### src/rtl/cpu_pkg.sv
// Shared CPU write-back types: register geometry and the packet carried
// from the execute/memory stages to the register file write port.
package cpu_pkg;

  localparam int REGISTER_WIDTH      = 32;
  localparam int REGISTER_ADDR_WIDTH = 5;

  typedef struct packed {
    logic [REGISTER_ADDR_WIDTH-1:0] rd;
    logic [REGISTER_WIDTH-1:0]      data;
  } wb_pkt_t;

  function automatic wb_pkt_t make_pkt(input logic [REGISTER_ADDR_WIDTH-1:0] rd,
                                       input logic [REGISTER_WIDTH-1:0]      data);
    wb_pkt_t p;
    p.rd   = rd;
    p.data = data;
    return p;
  endfunction

endpackage

### src/rtl/wb_fifo.sv
// Small synchronous FIFO of write-back packets; buffers ALU results while
// the LSU owns the register file write port.
module wb_fifo
  import cpu_pkg::*;
#(
  parameter int DEPTH = 2
) (
  input  logic                     i_clk,
  input  logic                     i_rst_n,
  input  logic                     i_push,
  input  wb_pkt_t                  i_din,
  input  logic                     i_pop,
  output wb_pkt_t                  o_dout,
  output logic                     o_full,
  output logic                     o_empty,
  output logic [$clog2(DEPTH):0]   o_count
);

  localparam int PW = $clog2(DEPTH);
  localparam logic [PW-1:0] PTR_ONE = PW'(1);
  localparam logic [PW:0]   CNT_ONE = (PW+1)'(1);
  localparam logic [PW:0]   CNT_MAX = (PW+1)'(DEPTH);

  wb_pkt_t         r_mem [DEPTH];
  logic [PW-1:0]   r_wr_ptr;
  logic [PW-1:0]   r_rd_ptr;
  logic [PW:0]     r_count;
  logic            w_push;
  logic            w_pop;

  assign o_full  = (r_count == CNT_MAX);
  assign o_empty = (r_count == '0);
  assign o_count = r_count;
  assign o_dout  = r_mem[r_rd_ptr];

  // Full blocks a push even if a pop frees a slot in the same cycle.
  assign w_push = i_push && !o_full;
  assign w_pop  = i_pop && !o_empty;

  always_ff @(posedge i_clk or negedge i_rst_n) begin
    if (!i_rst_n) begin
      r_wr_ptr <= '0;
      r_rd_ptr <= '0;
      r_count  <= '0;
    end else begin
      if (w_push) r_wr_ptr <= r_wr_ptr + PTR_ONE;
      if (w_pop)  r_rd_ptr <= r_rd_ptr + PTR_ONE;
      case ({w_push, w_pop})
        2'b10:   r_count <= r_count + CNT_ONE;
        2'b01:   r_count <= r_count - CNT_ONE;
        default: r_count <= r_count;
      endcase
    end
  end

  always_ff @(posedge i_clk) begin
    if (w_push) r_mem[r_wr_ptr] <= i_din;
  end

endmodule

### src/rtl/regfile_wb_ctrl.sv
// Register-file write-back controller: arbitrates LSU (priority) and buffered
// ALU results onto the single write port and tracks pending destinations.
module regfile_wb_ctrl
  import cpu_pkg::*;
#(
  parameter int REGISTER_WIDTH      = cpu_pkg::REGISTER_WIDTH,
  parameter int REGISTER_ADDR_WIDTH = cpu_pkg::REGISTER_ADDR_WIDTH,
  parameter int ALU_FIFO_DEPTH      = 2,
  parameter int LSU_BURST_MAX       = 4
) (
  input  logic                           cpu_clk,
  input  logic                           cpu_rst_n,
  input  logic                           issue_valid,
  input  logic [REGISTER_ADDR_WIDTH-1:0] issue_rd,
  output logic                           issue_ready,
  input  logic [REGISTER_ADDR_WIDTH-1:0] chk_rs1_addr,
  input  logic [REGISTER_ADDR_WIDTH-1:0] chk_rs2_addr,
  output logic                           rs1_busy,
  output logic                           rs2_busy,
  input  logic                           alu_valid,
  output logic                           alu_ready,
  input  logic [REGISTER_ADDR_WIDTH-1:0] alu_rd,
  input  logic [REGISTER_WIDTH-1:0]      alu_data,
  input  logic                           lsu_valid,
  output logic                           lsu_ready,
  input  logic [REGISTER_ADDR_WIDTH-1:0] lsu_rd,
  input  logic [REGISTER_WIDTH-1:0]      lsu_data,
  output logic                           rf_we,
  output logic [REGISTER_ADDR_WIDTH-1:0] rf_rd_addr,
  output logic [REGISTER_WIDTH-1:0]      rf_rd_data
);

  localparam int NREG = 2 ** REGISTER_ADDR_WIDTH;
  localparam int BW   = $clog2(LSU_BURST_MAX + 1);
  localparam logic [BW-1:0] BURST_MAX = BW'(LSU_BURST_MAX);
  localparam logic [BW-1:0] BURST_ONE = BW'(1);

  logic [NREG-1:0]                    r_busy;
  logic [NREG-1:0]                    w_busy_nxt;
  logic [BW-1:0]                      r_burst;
  logic                               r_rf_we;
  logic [REGISTER_ADDR_WIDTH-1:0]     r_rf_rd_addr;
  logic [REGISTER_WIDTH-1:0]          r_rf_rd_data;

  wb_pkt_t                            w_alu_pkt;
  wb_pkt_t                            w_lsu_pkt;
  wb_pkt_t                            w_fifo_head;
  wb_pkt_t                            w_win_pkt;
  logic                               w_fifo_full;
  logic                               w_fifo_empty;
  logic [$clog2(ALU_FIFO_DEPTH):0]    w_fifo_count;
  logic                               w_fifo_nonempty;
  logic                               w_lsu_hold;
  logic                               w_gnt_lsu;
  logic                               w_gnt_fifo;
  logic                               w_gnt_alu;
  logic                               w_win_vld;
  logic                               w_alu_push;
  logic                               w_issue_xfer;

  assign w_alu_pkt       = make_pkt(alu_rd, alu_data);
  assign w_lsu_pkt       = make_pkt(lsu_rd, lsu_data);
  assign w_fifo_nonempty = (w_fifo_count != '0);

  // ---------------------------------------------------------------------
  // Scoreboard
  // ---------------------------------------------------------------------
  assign issue_ready  = !r_busy[issue_rd] || (issue_rd == '0);
  assign w_issue_xfer = issue_valid && issue_ready && (issue_rd != '0);
  assign rs1_busy     = r_busy[chk_rs1_addr] && (chk_rs1_addr != '0);
  assign rs2_busy     = r_busy[chk_rs2_addr] && (chk_rs2_addr != '0);

  // Clear and set never target the same rd: issue_ready holds off a busy rd.
  always_comb begin
    w_busy_nxt = r_busy;
    if (r_rf_we)      w_busy_nxt[r_rf_rd_addr] = 1'b0;
    if (w_issue_xfer) w_busy_nxt[issue_rd]     = 1'b1;
  end

  always_ff @(posedge cpu_clk or negedge cpu_rst_n) begin
    if (!cpu_rst_n) r_busy <= '0;
    else            r_busy <= w_busy_nxt;
  end

  // ---------------------------------------------------------------------
  // Grant: LSU first unless its burst has starved a waiting ALU result,
  // then the buffered ALU head, then a direct ALU bypass.
  // ---------------------------------------------------------------------
  assign w_lsu_hold = (r_burst == BURST_MAX) && w_fifo_nonempty;

  always_comb begin
    w_gnt_lsu  = lsu_valid && !w_lsu_hold;
    w_gnt_fifo = !w_gnt_lsu && w_fifo_nonempty;
    w_gnt_alu  = !w_gnt_lsu && !w_fifo_nonempty && alu_valid;
    w_win_vld  = w_gnt_lsu || w_gnt_fifo || w_gnt_alu;
    w_win_pkt  = w_alu_pkt;
    if (w_gnt_lsu)       w_win_pkt = w_lsu_pkt;
    else if (w_gnt_fifo) w_win_pkt = w_fifo_head;
  end

  assign lsu_ready  = w_gnt_lsu;
  assign alu_ready  = !w_fifo_full;
  assign w_alu_push = alu_valid && alu_ready && !w_gnt_alu;

  wb_fifo #(
    .DEPTH (ALU_FIFO_DEPTH)
  ) u_alu_fifo (
    .i_clk   (cpu_clk),
    .i_rst_n (cpu_rst_n),
    .i_push  (w_alu_push),
    .i_din   (w_alu_pkt),
    .i_pop   (w_gnt_fifo),
    .o_dout  (w_fifo_head),
    .o_full  (w_fifo_full),
    .o_empty (w_fifo_empty),
    .o_count (w_fifo_count)
  );

  // Burst counts LSU wins only while an ALU result is actually waiting.
  always_ff @(posedge cpu_clk or negedge cpu_rst_n) begin
    if (!cpu_rst_n) begin
      r_burst <= '0;
    end else if (w_gnt_lsu && w_fifo_nonempty) begin
      if (r_burst != BURST_MAX) r_burst <= r_burst + BURST_ONE;
    end else if (w_gnt_fifo || w_gnt_alu || w_fifo_empty) begin
      r_burst <= '0;
    end
  end

  // ---------------------------------------------------------------------
  // Write-port register; results to x0 are consumed without a write.
  // ---------------------------------------------------------------------
  always_ff @(posedge cpu_clk or negedge cpu_rst_n) begin
    if (!cpu_rst_n) begin
      r_rf_we      <= 1'b0;
      r_rf_rd_addr <= '0;
      r_rf_rd_data <= '0;
    end else if (w_win_vld && (w_win_pkt.rd != '0)) begin
      r_rf_we      <= 1'b1;
      r_rf_rd_addr <= w_win_pkt.rd;
      r_rf_rd_data <= w_win_pkt.data;
    end else begin
      r_rf_we      <= 1'b0;
    end
  end

  assign rf_we      = r_rf_we;
  assign rf_rd_addr = r_rf_rd_addr;
  assign rf_rd_data = r_rf_rd_data;

endmodule
### config.mk
export PLATFORM = sky130hd
export DESIGN_NAME = regfile_wb_ctrl
export DESIGN_NICKNAME = d
export VERILOG_FILES = /design/src/rtl/cpu_pkg.sv /design/src/rtl/wb_fifo.sv /design/src/rtl/regfile_wb_ctrl.sv
export SDC_FILE = /design/constraint.sdc
export NUM_CORES = 1
export LEC_CHECK = 0
export BUFFER_PORTS_ARGS = -buffer_cell sky130_fd_sc_hd__buf_4
export CAP_MARGIN = 20
export CORE_AREA = 2 2 147 149
export DETAILED_ROUTE_END_ITERATION = 10
export DIE_AREA = 0 0 149 151
export PLACE_DENSITY = 0.66
export SYNTH_ARGS = -nofsm -noshare
export SYNTH_HDL_FRONTEND = slang
export SYNTH_HIERARCHICAL = 1
export SYNTH_SLANG_ARGS = --single-unit
### constraint.sdc
create_clock -name cpu_clk -period 3.55 [get_ports cpu_clk]
set_clock_uncertainty 0.15 [all_clocks]
set_input_delay 0.71 -clock cpu_clk [delete_from_list [all_inputs] [get_ports cpu_clk]]
set_output_delay 0.71 -clock cpu_clk [all_outputs]
set_load 0.02 [all_outputs]
==> flow_summary.json <==
{
  "critical_path_required_ns": 2.69,
  "detailed_place.area_mm2": 0.00848,
  "yosysWarnings": 6,
  "detail_route.vias_per_cell": 5.52,
  "dp.cells": 900,
  "max_slew.worst_pin.slew_ns": 0.935,
  "ctsRootBufferMaster": "clkbuf_16",
  "finalSetupTns_ns": 0,
  "antenna_found_initial": 0,
  "final.min_clock_period_ns": 3.17,
  "run_status": "finished, final reports clean",
  "cts.path.max_buffers": 2,
  "syn_nets": 606,
  "netlist_instances": 509,
  "synthDominantAreaCellType": "edfxtp_1",
  "fillerInstances": 1922,
  "start_util": 0.346,
  "std_cell_rows": 53,
  "worstHoldPathType": "input port to flip-flop",
  "area.growth.synth_to_final_pct": 26.3,
  "antenna_cells": 0,
  "firstDrtPassIters": 7,
  "routed_wirelength_um": 18600,
  "drc": 0,
  "pre_cts_slack_ns": 0.364,
  "final_area_mm2": 0.00910,
  "async_flop_share": 0.510,
  "tritoncts": "built",
  "worst_skew_pair.late_latency_ns": 0.42,
  "number_of_enable_flip_flop_cells_after_synthesis": 74,
  "count_of_input_and_output_buffers": 136,
  "die-height_um": 151,
  "final-hold-violation-count": 0,
  "worst_setup_hold_path_clk_slew_ns": 0.07,
  "fp.coreArea_mm2": 0.0208,
  "drive_above_1_share": 0.376,
  "initialDrtViolationCount": 461,
  "synth_top_area_frac": 0.308,
  "rsz_0062_raised_after_global_routing": "false",
  "synthTopCellsByCount": "dfrtp_1 (77), edfxtp_1 (74), inv_1 (42), a222oi_1 (36)",
  "final_critical_path_setup_slack_ns": 0.380,
  "overflow": 0,
  "synth_area_leaders": "edfxtp_1 (31%), dfrtp_1 (27%), mux4_2 (8.1%)",
  "ant_nets": 0,
  "first_global_vias": 5298,
  "finalCoreUtilization": 0.437,
  "cts_h_tree_lvls": 4,
  "fin_worst_hold_slack_ns": 0.329,
  "power_leakage_nw": 3.87,
  "route.vias.total": 5155,
  "max_cap_violations": 0,
  "post_synth_num_cell_types": 45,
  "design.final.nets": 743,
  "post-synth-top-count-cell": "dfrtp_1",
  "wl_per_cell_um": 19.9,
  "timing.final.max_slew_violations": 0,
  "grt_first_pass_wirelength_um": 29100,
  "vdd_ir_drop_max_uv": 446,
  "synth_area_mm2": 0.00721,
  "floorplan.die_area_mm2": 0.0225,
  "synth_sequential_area_ratio": 0.576,
  "detailedPlacementHpwl_um": 13200,
  "startpoint_type": "input port",
  "final_cells": 934,
  "cp_data_arrival_time_ns": 2.31,
  "kind_of_critical_path": "input port to output port",
  "boundaryPins": 137,
  "power.density_mw_per_mm2": 849,
  "synth.ff_latch_count": 151,
  "clock.fmax_mhz": 315,
  "critPathMaxFanout": 9,
  "synth_area_per_cell_um2": 14.2,
  "die-width_um": 149,
  "clock-sinks": 151,
  "dominantRegCellSynth": "dfrtp_1",
  "timing.final.setup_violations": 0,
  "worstSetupEndpointType": "output port",
  "post-route-period-util": 0.893,
  "grt_start_max_net_pins": 78,
  "routabilityCongestion": 0.964,
  "gr-usage-all-layers": 0.169,
  "numCtsBuffers": 17,
  "timing.max_slew.rel_slack": 0.377,
  "total_power_mw": 7.72,
  "cts_resized": 0
}
==> metal layers <==
metal / routed length (um) / track usage / vias to the layer above / part of all wire
li1: - / - / 2263 / -
met1: 7610 / 0.219 / 2570 / 0.41
met2: 9020 / 0.276 / 293 / 0.48
met3: 1650 / 0.0464 / 29 / 0.089
met4: 325 / 0.0590 / 0 / 0.017
met5: 0 / 0 / - / 0
==> what timing repair did <==
item                                    4_1_cts  5_1_grt
endpoints found under the hold margin         0        9
hold buffers                                  0        1
setup buffers                                 0        0
endpoints found under the setup margin        0        0
==> critical path, cell delays in order <==
cell and delay (ns):
buf_4 0.17, mux4_2 0.52, mux4_2 0.47, mux2_2 0.28, buf_4 0.16
==> kinds of logic (layout without fill, tap and decap cells) <==
| kind of cell | after synthesis | count (layout) | share of synthesized area |
|---|---|---|---|
| muxes | 102 | 102 | 0.204 |
| and+or+nand+nor | 62 | 62 | 0.0464 |
| AOI/OAI and AO/OA | 117 | 117 | 0.112 |
| buffers and inverters | 69 | 219 | 0.0500 |
| adders and majority gates | 3 | 3 | 0.00521 |
| xor gates and xnor gates | 5 | 5 | 0.00608 |
| DFF | 151 | 151 | 0.576 |
==> cells in the final DEF (no fill, tap or decap), types with 5 or more instances in the layout <==
cell         n
a222oi_1    36
nor2_1       8
mux4_2      26
mux2_2      19
or2_1        5
dfrtp_1     76
o21ai_1     34
mux2i_1     35
clkbuf_16   17
nand2_1     13
nand3_1     10
mux2_4      20
o21ai_0     35
inv_1       42
edfxtp_1    74
buf_4      141
inv_6        5
nand2b_1     5
==> sequential cells by signal (all words and copies together) (netlist names) <==
signal and flops:
u_alu_fifo/r_wr_ptr 1, u_alu_fifo/r_mem 74, u_alu_fifo/r_rd_ptr 1, rf_rd_addr 5
r_burst 3, u_alu_fifo/o_count 2, rf_rd_data 32, rf_we 1
r_busy 32
==> cell type report <==
cell class              count  area (um^2)  area share
flip-flops and latches    151         4150       0.456
multi-input cells         289         2730       0.300
repair buffers            145         1140       0.125
clock buffers              17          425      0.0467
well taps                 275          344      0.0378
clock inverters            15          158      0.0173
inverters                  42          158      0.0173
==> power breakdown <==
part | internal [mW] | switching [mW]
clock network | 0.940 | 0.802
registers | 2.50 | 0.566
logic | 1.40 | 1.51
total | 4.84 | 2.88
==> worst paths after layout <==
kind / from / end / slack [ns] / cells after the start
hold reg to reg: r_burst[0] / r_burst[0] / 0.36 / 1
setup reg to reg: u_alu_fifo/o_count[0] / u_alu_fifo/r_mem[1][32] / 0.67 / 5
max in group asynchronous: cpu_rst_n / u_alu_fifo/r_rd_ptr / 2.15 / 3
setup / recovery: chk_rs1_addr[0] / rs1_busy / 0.38 / 5
min in group asynchronous: cpu_rst_n / r_busy[16] / 0.53 / 2
hold / removal: alu_data[27] / u_alu_fifo/r_mem[0][27] / 0.33 / 1
(Power assumes the default switching activity.)
